===== src/rtl/mem_port_arbiter.sv =====
// Arbitrates the single mainMem port between fetch (read-only) and data
// (read/write) requesters, sequencing bursts beat by beat.
module mem_port_arbiter #(
  parameter int READ_LATENCY = 1,
  parameter int STARVE_LIMIT = 4
) (
  input  logic        clock,
  input  logic        reset_n,
  input  logic        f_req,
  input  logic [31:0] f_addr,
  input  logic [1:0]  f_acc_size,
  output logic        f_gnt,
  output logic        f_rvalid,
  output logic [31:0] f_rdata,
  input  logic        d_req,
  input  logic        d_we,
  input  logic [31:0] d_addr,
  input  logic [1:0]  d_acc_size,
  input  logic [31:0] d_wdata,
  output logic        d_wnext,
  output logic        d_gnt,
  output logic        d_rvalid,
  output logic [31:0] d_rdata,
  output logic        mem_enable,
  output logic [31:0] mem_addr,
  output logic [31:0] mem_data_in,
  output logic        mem_wren,
  output logic [1:0]  mem_acc_size,
  input  logic [31:0] mem_data_out,
  input  logic        mem_busy
);

  localparam int L  = READ_LATENCY;
  localparam int SW = $clog2(STARVE_LIMIT + 1);

  localparam logic [1:0] S_IDLE  = 2'd0;
  localparam logic [1:0] S_BURST = 2'd1;
  localparam logic [1:0] S_DRAIN = 2'd2;

  logic [1:0]    state_q, state_d;
  logic          own_q, own_d;
  logic          we_q, we_d;
  logic [31:0]   base_q, base_d;
  logic [1:0]    size_q, size_d;
  logic [3:0]    k_q, k_d;
  logic [3:0]    cnt_q, cnt_d;
  logic          fg_q, fg_d;
  logic          dg_q, dg_d;
  logic [SW-1:0] starve_q, starve_d;
  logic [L-1:0]  pv_q, pv_d;
  logic [L-1:0]  po_q, po_d;

  logic burst;
  logic acc;
  logic rv;
  logic pipe_busy;
  logic d_win;

  function automatic logic [3:0] last_beat(input logic [1:0] s);
    logic [3:0] r;
    case (s)
      2'b00:   r = 4'd0;
      2'b01:   r = 4'd3;
      2'b10:   r = 4'd7;
      default: r = 4'd15;
    endcase
    return r;
  endfunction

  assign burst = (state_q == S_BURST);
  assign acc   = burst & ~mem_busy;

  assign mem_enable   = burst;
  assign mem_wren     = burst & we_q;
  assign mem_addr     = burst ? base_q + {26'd0, k_q, 2'b00} : '0;
  assign mem_data_in  = mem_wren ? d_wdata : '0;
  assign mem_acc_size = size_q;
  assign d_wnext      = acc & we_q;

  // Owner tag travels with each read beat so returns route correctly.
  assign rv       = pv_q[L-1];
  assign f_rvalid = rv & ~po_q[L-1];
  assign d_rvalid = rv & po_q[L-1];
  assign f_rdata  = f_rvalid ? mem_data_out : '0;
  assign d_rdata  = d_rvalid ? mem_data_out : '0;
  assign f_gnt    = fg_q;
  assign d_gnt    = dg_q;

  always_comb begin
    pv_d      = '0;
    po_d      = '0;
    pipe_busy = 1'b0;
    pv_d[0]   = acc & ~we_q;
    po_d[0]   = own_q;
    for (int i = 1; i < L; i++) begin
      pv_d[i] = pv_q[i-1];
      po_d[i] = po_q[i-1];
    end
    for (int i = 0; i < L - 1; i++) begin
      pipe_busy = pipe_busy | pv_q[i];
    end
  end

  assign d_win = d_req & ((starve_q < SW'(STARVE_LIMIT)) | ~f_req);

  always_comb begin
    state_d  = state_q;
    own_d    = own_q;
    we_d     = we_q;
    base_d   = base_q;
    size_d   = size_q;
    k_d      = k_q;
    cnt_d    = cnt_q;
    fg_d     = 1'b0;
    dg_d     = 1'b0;
    starve_d = f_req ? starve_q : '0;
    unique case (state_q)
      S_IDLE: begin
        if (d_win) begin
          dg_d    = 1'b1;
          own_d   = 1'b1;
          we_d    = d_we;
          base_d  = d_addr;
          size_d  = d_acc_size;
          k_d     = 4'd0;
          cnt_d   = last_beat(d_acc_size);
          state_d = S_BURST;
          if (f_req) starve_d = starve_q + 1'b1;
        end else if (f_req) begin
          fg_d     = 1'b1;
          own_d    = 1'b0;
          we_d     = 1'b0;
          base_d   = f_addr;
          size_d   = f_acc_size;
          k_d      = 4'd0;
          cnt_d    = last_beat(f_acc_size);
          state_d  = S_BURST;
          starve_d = '0;
        end
      end
      S_BURST: begin
        if (acc) begin
          k_d   = k_q + 4'd1;
          cnt_d = cnt_q - 4'd1;
          if (cnt_q == 4'd0) state_d = we_q ? S_IDLE : S_DRAIN;
        end
      end
      S_DRAIN: begin
        // Final beat returns this cycle once earlier stages are empty.
        if (!pipe_busy) state_d = S_IDLE;
      end
      default: state_d = S_IDLE;
    endcase
  end

  always_ff @(posedge clock or negedge reset_n) begin
    if (!reset_n) begin
      state_q  <= S_IDLE;
      own_q    <= 1'b0;
      we_q     <= 1'b0;
      base_q   <= '0;
      size_q   <= '0;
      k_q      <= '0;
      cnt_q    <= '0;
      fg_q     <= 1'b0;
      dg_q     <= 1'b0;
      starve_q <= '0;
      pv_q     <= '0;
      po_q     <= '0;
    end else begin
      state_q  <= state_d;
      own_q    <= own_d;
      we_q     <= we_d;
      base_q   <= base_d;
      size_q   <= size_d;
      k_q      <= k_d;
      cnt_q    <= cnt_d;
      fg_q     <= fg_d;
      dg_q     <= dg_d;
      starve_q <= starve_d;
      pv_q     <= pv_d;
      po_q     <= po_d;
    end
  end

endmodule


===== config.mk =====
export PLATFORM = sky130hd
export DESIGN_NAME = mem_port_arbiter
export DESIGN_NICKNAME = d
export VERILOG_FILES = /design/src/rtl/mem_port_arbiter.sv
export SDC_FILE = /design/constraint.sdc
export NUM_CORES = 1
export LEC_CHECK = 0
export CORE_UTILIZATION = 33
export CTS_CLUSTER_DIAMETER = 120
export DETAILED_ROUTE_END_ITERATION = 8
export PLACE_DENSITY = 0.79
export SYNTH_ARGS = -nofsm -noshare
export SYNTH_HDL_FRONTEND = slang
export SYNTH_SLANG_ARGS = --single-unit

===== constraint.sdc =====
create_clock -name clock -period 2.25 [get_ports clock]
set_input_delay 0.3375 -clock clock [delete_from_list [all_inputs] [get_ports clock]]
set_output_delay 0.3375 -clock clock [all_outputs]
set_load 0.02 [all_outputs]

[Word level (Yosys, flattened, before mapping)]
Index checks and enable logic that the tools add are counted.
Storage, ports and cells
  flip-flop bits (word level): 53
  word-level logic and storage cells: 83
  output and inout bits: 137
  bits of input ports: 138
Cells by class
  equal/unequal tests: 8
  add/sub/neg operators: 4
  bitwise logic cells: 12
  mux-type cells: 37
  order comparisons: 1
  reduce and logical (&&, ||, !) cells: 9
Operators by type and width (number)
  $mux W32: 6
  $add A32 B6 Y32: 1
  $mux W4: 6
  $pmux W4 S3: 2
  $pmux W4 S2: 2
  $mux W3: 5
  $mux W2: 7
  $mux W1: 8
  $and A1 B1 Y1: 7
  $eq A2 B1 Y1 const B: 3
  $logic_not A2 Y1: 3
  $reduce_and A3 Y1: 2
  $add A4 B1 Y4 const B: 1
  $eq A2 B2 Y1 const B: 2
  $logic_not A4 Y1: 1
  $ne A2 B1 Y1 const B: 2
  $not A1 Y1: 4
  $pmux W2 S2: 1
  $reduce_bool A2 Y1: 2
  $sub A4 B1 Y4 const B: 1
  $add A3 B1 Y3 const B: 1
  $lt A3 B3 Y1 const B: 1
  $ne A3 B3 Y1 const B: 1
  $reduce_and A2 Y1: 1
  $or A1 B1 Y1: 1

[Longest topological paths before layout]
Gate-level depths: netlist (run 1).
  word-level depth: 5
  mapped depth: 9
  gate-level depth less buffers: 7

[Least setup slack after synthesis (run 1)]
No wires, ideal clock.
  path type: register to output
  start: register k_q[0]
  end: output port mem_addr[20]
  slack: -0.412 ns
  arrival: 2.324 ns
  required time: 1.913 ns
  stages on the path, launching flop included: 9
  path through: dfrtp_1 ha_1 inv_1 fa_1 nand2b_1 a21o_1 clkbuf_1 or4_1 a21oi_1
On the way
  word-level cells in the longest chain between the ends: 2
Ends and longest elaborated chain
  start, declared: RTL line 45  | logic [3:0] k_q, k_d;
  start signal, assigned: RTL line 176  | k_q <= k_d;
  $add A32 B6 Y32: RTL line 75  | assign mem_addr = burst ? base_q + {26'd0, k_q, 2'b00} : '0;
  $mux W32: RTL line 75
  end, declared: RTL line 25  | output logic [31:0] mem_addr,
No other way between the ends.

[Worst setup path after layout (run 1)]
  start: register k_q[0]
  end: output port mem_addr[14]
The elaborated chain is that of the path after synthesis.

==> results.py, run 1 <==
metrics = {
    "synth": {
        "synth_area_leaders": "dfrtp_1, and3_1, mux2i_1, and2_1, nand2_1",
        "ys_seq_area_share_pct": 32.77,
        "ys_types": 44,
        "yosys.area.top_type": "dfrtp_1",
        "synth_seq_cells": 53,
        "muxShareOfSynthArea_pct": 9.150,
        "synth_xor_area_share_pct": 1.298,
        "syn_area_um2": 4048,
        "synth_enable_flop_cells": 0,
        "synth_top_area_share_pct": 32.77,
        "synth_fa_ha_area_share_pct": 2.658,
        "syn_area_per_cell_um2": 8.047,
        "async_reset_ff_share_pct": 100.0,
        "synth_top_family_by_area": "simple AND/OR/NAND/NOR gates",
        "ys.warnings.count": 0,
        "synthSimpleGateAreaFrac_pct": 33.45,
        "synth_nets": 649,
        "synthCells": 503,
        "synth_ff_type": "dfrtp_1",
        "synth_compound_area_share_pct": 15.43,
    },
    "grt": {
        "overflow": 0,
        "grt_start_max_net_pins": 65,
        "grt_use_total_pct": 25.77,
        "grt_pass1_vias": 5062,
        "antenna_found_initial": 0,
        "grt_first_pass_wirelength_mm": 26.20,
    },
    "clock_tree": {
        "cts_buffers": 5,
        "cts_tree": "done",
        "cts.sinks": 53,
        "cts_root_buffer": "clkbuf_16",
        "hold_buffers": 0,
        "cts_max_level": 2,
        "insertion_delay_ns": 0.29,
        "clk_pin_slew_ns": 0.07,
        "clock_path_buffers": 2,
    },
    "min_path": {
        "min_path_type": "input port to async pin",
    },
    "placed_design": {
        "dp_hpwl_mm": 12.63,
        "placed_area_um2": 7696,
        "port_buffers": 274,
        "gp_congestion": 0.8688,
    },
    "floorplanning": {
        "row_count": 40,
        "dieArea_um2": 12710,
        "initial_core_util_pct": 33.84,
        "io_pins": 275,
        "fp.coreArea_um2": 11960,
        "die_h_um": 112.8,
        "die_w_um": 112.8,
    },
    "timing": {
        "fin_crit_sh_pct": 125.8,
        "fmax_mhz": 353.3,
        "rsz0062_at_grt": "true",
        "relSlewSlack_pct": 61.45,
        "final_hold_viol_count": 0,
        "layout_min_cycle_time_ns": 2.830,
        "worst_pin_slew_ns": 0.5782,
        "fin_skew_ns": 0.002538,
        "hold_ws_ns": 0.03870,
        "drv_slew": 0,
        "layout_setup_ws_ns": -0.5804,
        "setup_violations": 26,
        "setup_tns_ns": -10.81,
    },
    "layout": {
        "syn_to_final_growth_pct": 105.6,
        "final_common_cell": "clkdlybuf4s50_1",
        "drive_gt1_share_pct": 25.71,
        "final_cell_mix": "clkdlybuf4s50_1, buf_4, and3_1",
        "multi_input_area_um2": 3052,
        "postLayoutCellArea_um2": 8320,
        "final_nets": 985,
        "finish.utilization_pct": 69.56,
        "nFillCells": 885,
        "diodes": 0,
        "ff_latch_area_um2": 1326,
    },
    "job": {
        "maxCapViolCount": 0,
    },
    "run_status": {
        "status": "complete, but fails checks",
        "violations": "setup timing",
    },
    "setup_path": {
        "critPathRequiredTime_ns": 1.91,
        "path_max_fanout": 6,
        "crit_type": "flip-flop to output pin",
        "cp.arrival_ns": 2.49,
        "worstSetupEndpointType": "output pin",
        "cp-start-kind": "flip-flop",
    },
    "routing": {
        "drc_errors": 0,
        "detail-route-antenna-nets": 0,
        "num_vias": 5178,
        "routed_via_density": 5.246,
        "drt_pass1_iterations": 5,
        "drt_iter0_drc": 255,
        "drt_wl_total_mm": 17.61,
        "post_drt_wl_per_cell_um": 17.84,
    },
    "power_and_ir_drop": {
        "leakagePower_uw": 0.003925,
        "max-vdd-ir-drop_mv": 0.7762,
        "total_power_uw": 9353,
        "power_density_nw_per_um2": 1124,
    },
}
timing repair:
item                                   CTS  global route
gates cloned                             3             0
resized for setup                      232            44
buffers inserted                         9             5
endpoints found under the hold margin    0             0
pin swaps                               14             6
setup endpoints to repair               66            54
synthesized netlist by cell type (4+ instances only):
cell,number
nor2_1,18
buf_2,5
ha_1,7
nand4_1,8
nand3_1,9
dfrtp_1,53
a21oi_1,29
nand2b_1,5
or4_1,16
o31ai_1,16
nand2_1,59
clkbuf_1,30
xnor2_1,4
and2_1,40
and3_1,67
or3_1,4
inv_1,12
o21ai_0,43
mux2i_1,37
through the flow:
step / worst slack [ns] / cells
after floorplan: -0.1789 / 503
after global placement: -0.8324 / 962
after detailed placement: -0.8815 / 962
after CTS: -0.5684 / 982
after global routing: -0.6363 / 987
final: -0.5804 / 987
area by class of cell:
| type | instances | area share, % |
|---|---|---|
| inverter | 12 | 0.5414 |
| clock inverter | 2 | 0.1203 |
| timing repair buffer | 367 | 42.96 |
| clock buffer | 6 | 1.549 |
| tap | 147 | 2.211 |
| sequential | 53 | 15.94 |
| multi-input combinational | 400 | 36.68 |
power breakdown:
group	internal, µW	switching, µW
clock	410	344
sequential	1370	333
combinational	3230	3660
per-layer routing:
layer	part of all wire, %	track usage (%)	vias to the layer above
li1	-	-	2473
met1	39	29.70	2440
met2	52	47.33	221
met5	0	0	-
met3	6.3	4.339	44
met4	3.3	10.31	0
flip-flops by register name, summed over array words and instances (netlist names), 2 cells and up:
name and count:
k_q 4, state_q 2, cnt_q 4, base_q 32
mem_acc_size 2, starve_q 3
worst paths after layout:
kind	startpoint	endpoint	slack, ns	depth (start not counted)
setup / recovery	k_q[0]$_DFFE_PN0P_	mem_addr[14]	-0.58	9
hold / removal	reset_n	base_q[12]$_DFFE_PN0P_	0.04	1
setup reg to reg	state_q[0]$_DFFE_PN0P_	base_q[18]$_DFFE_PN0P_	0.62	5
hold reg to reg	own_q$_DFFE_PN0P_	po_q$_DFF_PN0_	0.38	0
max in group asynchronous	reset_n	cnt_q[1]$_DFFE_PN0P_	1.56	2
min in group clock	own_q$_DFFE_PN0P_	po_q$_DFF_PN0_	0.38	0
worst max-delay path, cell delays in order (launching register included):
cell and delay (ns):
dfrtp_1 0.36, ha_2 0.19, inv_2 0.04, fa_2 0.34, nand2b_4 0.18, a21o_4 0.25, buf_4 0.15, or4_4 0.43
a21oi_4 0.14, buf_6 0.13
kinds of logic after synthesis:
group           after synthesis
compound gates              107
xor+xnor                      6
fa+ha+maj                     8
buf+inv                      51
flops                        53
mux                          37
simple gates                241
No activity file was read; power rests on OpenSTA's default activity.
==> inputs of run 2 (changes only) <==
--- a/config.mk
+++ b/config.mk
@@ -10,2 +10,3 @@
 export DETAILED_ROUTE_END_ITERATION = 8
+export GPL_ROUTABILITY_DRIVEN = 1
 export PLACE_DENSITY = 0.79
--- a/constraint.sdc
+++ b/constraint.sdc
@@ -3,2 +3,2 @@
 set_output_delay 0.3375 -clock clock [all_outputs]
-set_load 0.02 [all_outputs]
+set_load 0.05 [all_outputs]
==> results.py, run 2 (synthesis results as in run 1) <==
metrics = {
    "timing": {
        "hold_ws_ns": 0.01663,
        "fin_skew_ns": 0.01560,
        "worst_pin_slew_ns": 0.7890,
        "setup_violations": 28,
        "relSlewSlack_pct": 47.40,
        "layout_setup_ws_ns": -0.6558,
        "fmax_mhz": 344.1,
        "layout_min_cycle_time_ns": 2.906,
        "fin_crit_sh_pct": 129.1,
        "rsz0062_at_grt": "true",
        "setup_tns_ns": -14.49,
        "final_hold_viol_count": 0,
        "drv_slew": 0,
    },
    "setup_path": {
        "critPathRequiredTime_ns": 1.91,
        "cp-start-kind": "flip-flop",
        "path_max_fanout": 6,
        "cp.arrival_ns": 2.57,
        "crit_type": "flip-flop to output pin",
        "worstSetupEndpointType": "output pin",
    },
    "routing": {
        "num_vias": 5415,
        "detail-route-antenna-nets": 0,
        "post_drt_wl_per_cell_um": 20.27,
        "drt_pass1_iterations": 5,
        "routed_via_density": 5.582,
        "drc_errors": 0,
        "drt_wl_total_mm": 19.66,
        "drt_iter0_drc": 358,
    },
    "grt": {
        "overflow": 0,
        "grt_use_total_pct": 28.94,
        "grt_first_pass_wirelength_mm": 28.97,
        "grt_start_max_net_pins": 65,
        "antenna_found_initial": 0,
        "grt_pass1_vias": 5487,
    },
    "power_and_ir_drop": {
        "switchingPower_uw": 6727,
        "clkPwrFrac_pct": 6.1,
        "p_comb_share_pct": 80.4,
        "leakagePower_uw": 0.004185,
        "power_density_nw_per_um2": 1412,
        "switching_share_pct": 50.01,
        "total_power_uw": 13450,
        "seqPwrFrac_pct": 13.5,
        "max-vdd-ir-drop_mv": 1.853,
        "cell_internal_pwr_uw": 6724,
    },
    "floorplanning": {
        "row_count": 40,
        "dieArea_um2": 12710,
        "fp.coreArea_um2": 11960,
        "die_w_um": 112.8,
        "io_pins": 275,
        "die_h_um": 112.8,
        "initial_core_util_pct": 33.84,
    },
    "clock_tree": {
        "insertion_delay_ns": 0.30,
        "cts_root_buffer": "clkbuf_16",
        "clk_pin_slew_ns": 0.09,
        "cts_buffers": 5,
        "cts_max_level": 2,
        "cts.sinks": 53,
        "clock_path_buffers": 2,
        "cts_tree": "done",
        "hold_buffers": 0,
    },
    "min_path": {
        "min_path_type": "input port to async pin",
    },
    "layout": {
        "final_nets": 968,
        "diodes": 0,
        "top_regs": "base_q (32), cnt_q (4), k_q (4)",
        "syn_to_final_growth_pct": 135.3,
        "final_common_cell": "clkdlybuf4s50_1",
        "largest_reg_flops": 32,
        "drive_gt1_share_pct": 35.72,
        "top_register": "base_q",
        "finish.utilization_pct": 79.62,
        "final_cell_mix": "clkdlybuf4s50_1, buf_12, and3_1",
        "nFillCells": 718,
    },
    "placed_design": {
        "dp_hpwl_mm": 14.19,
        "port_buffers": 274,
        "gp_congestion": 0.8983,
        "pre_cts_slack_ns": -0.4604,
    },
    "job": {
        "maxCapViolCount": 0,
    },
    "run_status": {
        "violations": "setup timing",
        "status": "complete, but fails checks",
    },
}
## run 2: cell count changes in the layout (fill, tap and decap cells not counted), moves of 3 or more
cell,change
buf_12,+127
clkdlybuf4s50_1,-61
dlygate4sd2_1,-34
buf_6,-21
buf_4,-18
o31ai_1,+7
a21oi_4,+6
a21oi_2,-5
dlymetal6s2s_1,-5
o31ai_2,-5
clkbuf_2,-4
o21ai_2,-4
o21ai_0,+3
## run 2: worst paths after layout
kind,start,slack [ns],cells after the start,endpoint
hold / removal,reset_n,0.02,1,base_q[14]$_DFFE_PN0P_
setup reg to reg,starve_q[2]$_DFF_PN0_,0.62,4,base_q[14]$_DFFE_PN0P_
min in group clock,own_q$_DFFE_PN0P_,0.39,0,po_q$_DFF_PN0_
max in group asynchronous,reset_n,1.59,2,own_q$_DFFE_PN0P_
hold reg to reg,own_q$_DFFE_PN0P_,0.39,0,po_q$_DFF_PN0_
setup / recovery,base_q[2]$_DFFE_PN0P_,-0.66,9,mem_addr[24]
## run 2: metrics by stage
step	instance area [µm²]	cells
floorplan	4453	503
global placement	9050	948
detailed placement	9050	948
CTS	9348	961
global route	9524	970
finish	9524	970
## run 2: layer usage
metal / up-vias / wire, µm / GRT usage (%) / part of all wire, %
met2: 280 / 10660 / 55.68 / 54
met1: 2626 / 6896 / 30.73 / 35
li1: 2443 / - / - / -
met3: 66 / 1301 / 5.303 / 6.6
met4: 0 / 798 / 12.27 / 4.1
met5: - / 0 / 0 / 0
## run 2: timing repair
| action | in CTS | in global routing |
|---|---|---|
| buffers inserted | 4 | 7 |
| cloned | 1 | 2 |
| setup endpoints to repair | 28 | 30 |
| pin swaps | 17 | 13 |
| resized for setup | 25 | 16 |
## run 2: critical path, cell delays in order (launching register included)
cell and delay (ns):
dfrtp_1 0.41, ha_4 0.17, inv_2 0.04, fa_2 0.34, nand2b_4 0.16, a21o_4 0.25, buf_6 0.14, or4_4 0.43
a21oi_4 0.17, buf_12 0.15
## run 2: area by class of cell
type                            count  area [µm²]  share of cell area (%)
Timing Repair Buffer              350        4750                   49.87
Clock buffer                        5       125.1                   1.314
Sequential cell                    53        1326                   13.93
Tap cell                          147       183.9                   1.931
Multi-Input combinational cell    400        3065                   32.19
Inverter                           12       45.04                  0.4729
Clock inverter                      3       28.78                  0.3022
## run 2: power by group through the flow
stage	clock network, µW	logic [µW]	registers (µW)
2_1_floorplan	0	5160	1820
3_3_place_gp	0	10000	1740
3_5_place_dp	0	10300	1790
4_1_cts	810	10500	1790
5_1_grt	874	11200	1880
6_report	817	10800	1820
